$ cat src/rtl/regfile_wb_arbiter.sv
`default_nettype none
// ============================================================================
//  Module      : regfile_wb_arbiter
//  Description : Arbitrates the register file's single synchronous write port
//                between the MEM/load writeback (req0, older) and the EXE/ALU
//                writeback (req1, younger). Valid/ready handshake, registered
//                write port, saturating contention counter for debug.
//                Optional macro REGFILE_WB_BYPASS_EN adds a combinational
//                write-to-read forwarding path for two read ports.
//  Revision    : 1.0 - initial release
// ============================================================================
module regfile_wb_arbiter #(
  parameter int DW        = 32,
  parameter int AW        = 5,
  parameter int PRIO_MODE = 0,
  parameter int CNT_W     = 16
) (
  input  logic             clk,
  input  logic             reset,
  // MEM/load writeback requester
  input  logic             req0_valid,
  input  logic [AW-1:0]    req0_addr,
  input  logic [DW-1:0]    req0_data,
  output logic             req0_ready,
  // EXE/ALU writeback requester
  input  logic             req1_valid,
  input  logic [AW-1:0]    req1_addr,
  input  logic [DW-1:0]    req1_data,
  output logic             req1_ready,
  // Register file write port
  output logic             wen,
  output logic [AW-1:0]    waddr,
  output logic [DW-1:0]    wdata,
`ifdef REGFILE_WB_BYPASS_EN
  // Read-port forwarding
  input  logic [AW-1:0]    raddr1,
  input  logic [AW-1:0]    raddr2,
  input  logic [DW-1:0]    rf_rdata1,
  input  logic [DW-1:0]    rf_rdata2,
  output logic [DW-1:0]    rdata1,
  output logic [DW-1:0]    rdata2,
`endif
  // Debug
  output logic [CNT_W-1:0] conflict_cnt
);

  // Fixed-priority mode lets req0 win every contended cycle.
  localparam bit c_FIXED_PRIO = (PRIO_MODE == 1);

  // Round-robin preference: which requester wins the next contended cycle.
  typedef enum logic {
    PREF0 = 1'b0,
    PREF1 = 1'b1
  } rr_e;

  rr_e              rr_q,    rr_d;
  logic             wen_q,   wen_d;
  logic [AW-1:0]    waddr_q, waddr_d;
  logic [DW-1:0]    wdata_q, wdata_d;
  logic [CNT_W-1:0] cnt_q,   cnt_d;

  logic             w_both_valid;
  logic             w_same_addr;
  logic             w_grant0;
  logic             w_grant1;
  logic             w_xfer;
  logic [AW-1:0]    w_win_addr;
  logic [DW-1:0]    w_win_data;

  // Grant selection; depends only on valid, addresses and the pointer.
  always_comb begin
    w_both_valid = req0_valid && req1_valid;
    w_same_addr  = (req0_addr == req1_addr);
    // req0 wins when alone, on a same-address collision (keeps WAW order),
    // in fixed-priority mode, or when the pointer prefers it.
    w_grant0     = req0_valid && (!req1_valid || w_same_addr ||
                                  c_FIXED_PRIO || (rr_q == PREF0));
    w_grant1     = req1_valid && !w_grant0;
    // A pending request at a reset edge is dropped, never accepted.
    req0_ready   = w_grant0 && !reset;
    req1_ready   = w_grant1 && !reset;
    w_xfer       = req0_ready || req1_ready;
    w_win_addr   = req0_ready ? req0_addr : req1_addr;
    w_win_data   = req0_ready ? req0_data : req1_data;
  end

  // Next-state for the write port, pointer and contention counter.
  always_comb begin
    rr_d    = rr_q;
    wen_d   = 1'b0;
    waddr_d = waddr_q;
    wdata_d = wdata_q;
    cnt_d   = cnt_q;
    if (w_xfer) begin
      // Prefer whichever requester did not just win.
      rr_d = req0_ready ? PREF1 : PREF0;
      if (w_win_addr != '0) begin
        wen_d   = 1'b1;
        waddr_d = w_win_addr;
        wdata_d = w_win_data;
      end else begin
        // r0 is hardwired to zero: the request is consumed but not written.
        waddr_d = '0;
        wdata_d = '0;
      end
    end
    if (w_both_valid && (cnt_q != {CNT_W{1'b1}})) begin
      cnt_d = cnt_q + CNT_W'(1);
    end
  end

  // State registers with synchronous active-high reset.
  always_ff @(posedge clk) begin
    if (reset) begin
      rr_q    <= PREF0;
      wen_q   <= 1'b0;
      waddr_q <= '0;
      wdata_q <= '0;
      cnt_q   <= '0;
    end else begin
      rr_q    <= rr_d;
      wen_q   <= wen_d;
      waddr_q <= waddr_d;
      wdata_q <= wdata_d;
      cnt_q   <= cnt_d;
    end
  end

  assign wen          = wen_q;
  assign waddr        = waddr_q;
  assign wdata        = wdata_q;
  assign conflict_cnt = cnt_q;

`ifdef REGFILE_WB_BYPASS_EN
  // Forward the write being committed this cycle to a matching read port.
  always_comb begin
    rdata1 = (wen_q && (waddr_q != '0) && (waddr_q == raddr1)) ? wdata_q : rf_rdata1;
    rdata2 = (wen_q && (waddr_q != '0) && (waddr_q == raddr2)) ? wdata_q : rf_rdata2;
  end
`endif

endmodule
`default_nettype wire

$ cat config.mk
export PLATFORM = sky130hd
export DESIGN_NAME = regfile_wb_arbiter
export DESIGN_NICKNAME = d
export VERILOG_FILES = /design/src/rtl/regfile_wb_arbiter.sv
export SDC_FILE = /design/constraint.sdc
export NUM_CORES = 1
export LEC_CHECK = 0
export ABC_AREA = 1
export BUFFER_PORTS_ARGS = -buffer_cell sky130_fd_sc_hd__buf_2
export CORE_MARGIN = 2
export CORE_UTILIZATION = 45
export DETAILED_ROUTE_END_ITERATION = 6
export GPL_TIMING_DRIVEN = 0
export PLACE_DENSITY_LB_ADDON = 0.25
export SLEW_MARGIN = 15
export SYNTH_ARGS = -nofsm -noshare
export SYNTH_HDL_FRONTEND = slang
export SYNTH_SLANG_ARGS = --single-unit
$ cat constraint.sdc
create_clock -name clk -period 2.17 [get_ports clk]
set_input_delay 0.434 -clock clk [delete_from_list [all_inputs] [get_ports clk]]
set_output_delay 0.434 -clock clk [all_outputs]
set_load 0.1 [all_outputs]
Yosys cells after proc, flatten, opt, wreduce, memory -nomap -nowiden:

Index checks and enable logic that the tools add are counted.
W data, S select, Z words.

* register bits: 55
* bits of input ports: 78
* output and inout port bits: 56
* word-level logic and storage cells: 30

* add/sub/neg operators: 1
* equal/unequal tests: 2
* multiplexer cells: 6
* bitwise logic cells: 2
* reductions and logical operators: 14

Operator list (count)
* $mux W32: 2
* $add A16 B1 Y16 const B: 1
* $ne A16 B16 Y1 const B: 1
* $mux W5: 2
* $logic_and A1 B1 Y1: 6
* $eq A5 B5 Y1: 1
* $reduce_bool A5 Y1: 1
* $logic_not A1 Y1: 3
* $logic_or A1 B1 Y1: 3
* $mux W1: 2
* $not A1 Y1: 2
* $reduce_or A2 Y1: 1

Depth between registers and ports, before layout:

* depth after elaboration: 10
* gate-level depth with buffers: 14

Least setup slack after synthesis:

Ideal clock, no wire load.

* kind: input port to output port
* from: in reset
* to: out req1_ready
* data arrival time: 2.495 ns
* setup slack: -0.759 ns
* stages on the path: 5
* path buffers: 2
* cell sequence: clkbuf_1 inv_1 clkbuf_1 nand2_1 a21oi_1

* cells in the longest elaborated chain, start to end: 2

RTL lines
* from (decl): line 19 `input logic reset,`
* $logic_not A1 Y1: line 81 `req1_ready = w_grant1 && !reset;`
* $logic_and A1 B1 Y1: line 81
* to (decl): line 29 `output logic req1_ready,`

Every way passes these cells.

Worst setup path in the final report:

Ends and elaborated chain as after synthesis.

==> results.json <==
{
  "outcome": "complete, no violations",
  "cp-startpoint": "reset",
  "cts_buffers": 5,
  "layout_commonest_cell": "nand2_1",
  "cts.path.max_buffers": 2,
  "seq_power_share_pct": 41.9,
  "swShare_pct": 38.5,
  "drt_iter0_drc": 125,
  "crit_arrival_ps": 1670,
  "finClkSkew_ps": 7.75,
  "slew_headroom_pct": 66.5,
  "setup_ws_ps": 65.5,
  "cts_hold_buf": 0,
  "finalMaxSlewViolations": 0,
  "stdcell_area_um2": 3810,
  "place.gp.congestion": 0.850,
  "antenna_cells": 0,
  "cts-htree-levels": 2,
  "path_max_fanout": 10,
  "r2r_setup_slack_ps": 270,
  "synth_top_cell_by_area": "dfxtp_1",
  "min_from": "req1_addr[2]",
  "power_switching_mw": 1.00,
  "cap_viol_max_count": 0,
  "synth_cell_type_count": 27,
  "finalSetupViolations": 0,
  "final_cell_mix": "nand2_1 (167), buf_2 (135), dfxtp_1 (46)",
  "finish.utilization_pct": 60.7,
  "cts_sinks": 55,
  "combPwrFrac_pct": 32.9,
  "synth.area.top_cells": "dfxtp_1 (38%), nand2_1 (22%), a21oi_1 (7.4%)",
  "end_kind": "output pin",
  "peakVddDrop_uv": 332,
  "syn-mean-instance-area_um2": 6.82,
  "io_buffer_count": 131,
  "worstSetupPathType": "primary input to output pin",
  "start_kind": "primary input",
  "grtUsageTotal_pct": 20.9,
  "grt.overflow.total": 0,
  "clock_latency_ps": 300,
  "drc": 0,
  "first_global_vias": 2749,
  "finalCritPeriodShare_pct": 97.0,
  "total_power_mw": 2.61,
  "synth_cells": 425,
  "die_h_um": 84.2,
  "syn-num-nets": 504,
  "syn_area_um2": 2900,
  "seq_area_frac_synth_pct": 38.0,
  "post-place-ws_ps": -322,
  "worst_slew_pin_slew_ps": 498,
  "finalSetupTns_ps": 0,
  "firstDrtPassIters": 5,
  "num_rows": 29,
  "ios": 134,
  "yosys_warnings": 0,
  "initial_core_util_pct": 46.2,
  "period_needed_ps": 2100,
  "vias": 3191,
  "holdPathEnd": "waddr[2]",
  "whs_path_depth": 3,
  "drive_gt1_share_pct": 34.6,
  "synth.top_cell.area_share_pct": 38.0,
  "routedWlPerCell_um": 12.2,
  "grt_max_degree": 16,
  "hpwl_mm": 5.97,
  "intPower_mw": 1.60,
  "die-area_um2": 7100,
  "cts_root_buf": "clkbuf_8",
  "hold_path.class": "primary input to register",
  "required_ps": 1740,
  "p_leak_nw": 1.88,
  "rsz0062_at_grt": "no",
  "worstReg2RegStart": "conflict_cnt[0]",
  "reg2reg_depth": 13,
  "ys_ff_latch": 55,
  "vias_per_cell": 4.99,
  "core_area_um2": 6280,
  "final_hold_viol_count": 0,
  "die_w_um": 84.2,
  "drtAntennaViolNets": 0,
  "clk_pin_slew_ps": 90,
  "area_growth_pct": 31.4,
  "rr_endpoint": "conflict_cnt[14]",
  "power-per-cell-area_nw_per_um2": 685,
  "cts_tree": "done",
  "final_nets": 642,
  "grt_first_pass_wirelength_mm": 12.4,
  "max_freq_mhz": 475,
  "antenna_found_initial": 0,
  "p_clk_share_pct": 25.2,
  "placed_cell_area_um2": 3670,
  "routed_wl_mm": 7.81
}
==> logic make-up after synthesis <==
family,count (synthesis),synth area share [%]
AO/OA/AOI/OAI,64,11.5
XOR/XNOR,2,0.605
adder cells (fa/ha/maj),1,0.432
buffers and inverters,51,8.55
flip-flops,55,38.0
AND/OR/NAND/NOR,252,40.9
==> timing repair <==
action	4_1_cts	5_1_grt
gates cloned	0	0
pin swaps	1	0
resized for setup	7	4
setup endpoints to repair	2	5
buffers inserted	1	0
==> worst max-delay path, stage by stage <==
cell and delay, ps:
clkbuf_1 140, inv_1 130, clkbuf_1 320, nand2_1 200, a21oi_4 140, buf_4 300
==> cell usage after synthesis (all sizes together) <==
library cell and instances:
nand2 170, dfxtp 55, a21oi 43, nand3 43
inv 26, nor2 19, buf 15, o21ai 15
clkbuf 10, nor3 8, nand4 7, a31oi 5
nor3b 3, a211oi 1, ha 1, nor4 1
or2 1, xnor2 1, xor2 1
==> state kept, by name, summed over array words and instances, names as in the netlist <==
name,count
wdata,32
conflict_cnt,16
rr_q,1
wen,1
waddr,5
==> power by group through the flow <==
stage	Clock, mW	Combinational, mW	Sequential, mW
floorplan	0	0.270	1.51
global placement	0	0.843	1.11
detailed placement	0	0.851	1.12
CTS	0.678	0.860	1.09
global route	0.716	0.912	1.10
finish	0.657	0.858	1.09
==> cell type report <==
cell class	count	area (um2)
fillers	610	2470
multi-input cells	319	1570
flip-flops and latches	55	1110
repair buffers	132	681
plain buffers	24	143
inverters	26	100
well taps	77	96.3
clock buffers	6	72.6
clock inverters	1	30.0
==> through the flow <==
step,cells,hold slack (ps)
3_5_place_dp,633,453
4_1_cts,641,428
3_3_place_gp,633,449
5_1_grt,640,429
6_report,640,445
2_1_floorplan,425,440
==> layer usage <==
layer	up-vias	track usage, %	share of wire (%)
met5	-	0	0
li1	1655	-	-
met1	1427	27.0	45
met3	6	4.52	6.6
met2	103	35.1	47
met4	0	6.01	1.1
==> how the worst max path moves through the flow <==
stage                        to  slack [ps]  cells after the start
3_5_place_dp         req0_ready        -320                     12
3_3_place_gp         req0_ready        -300                     12
6_report             req1_ready          70                      6
5_1_grt        conflict_cnt[14]           5                     13
4_1_cts              req0_ready           9                     12
2_1_floorplan  conflict_cnt[14]           8                     11
(Power assumes the default switching activity.)
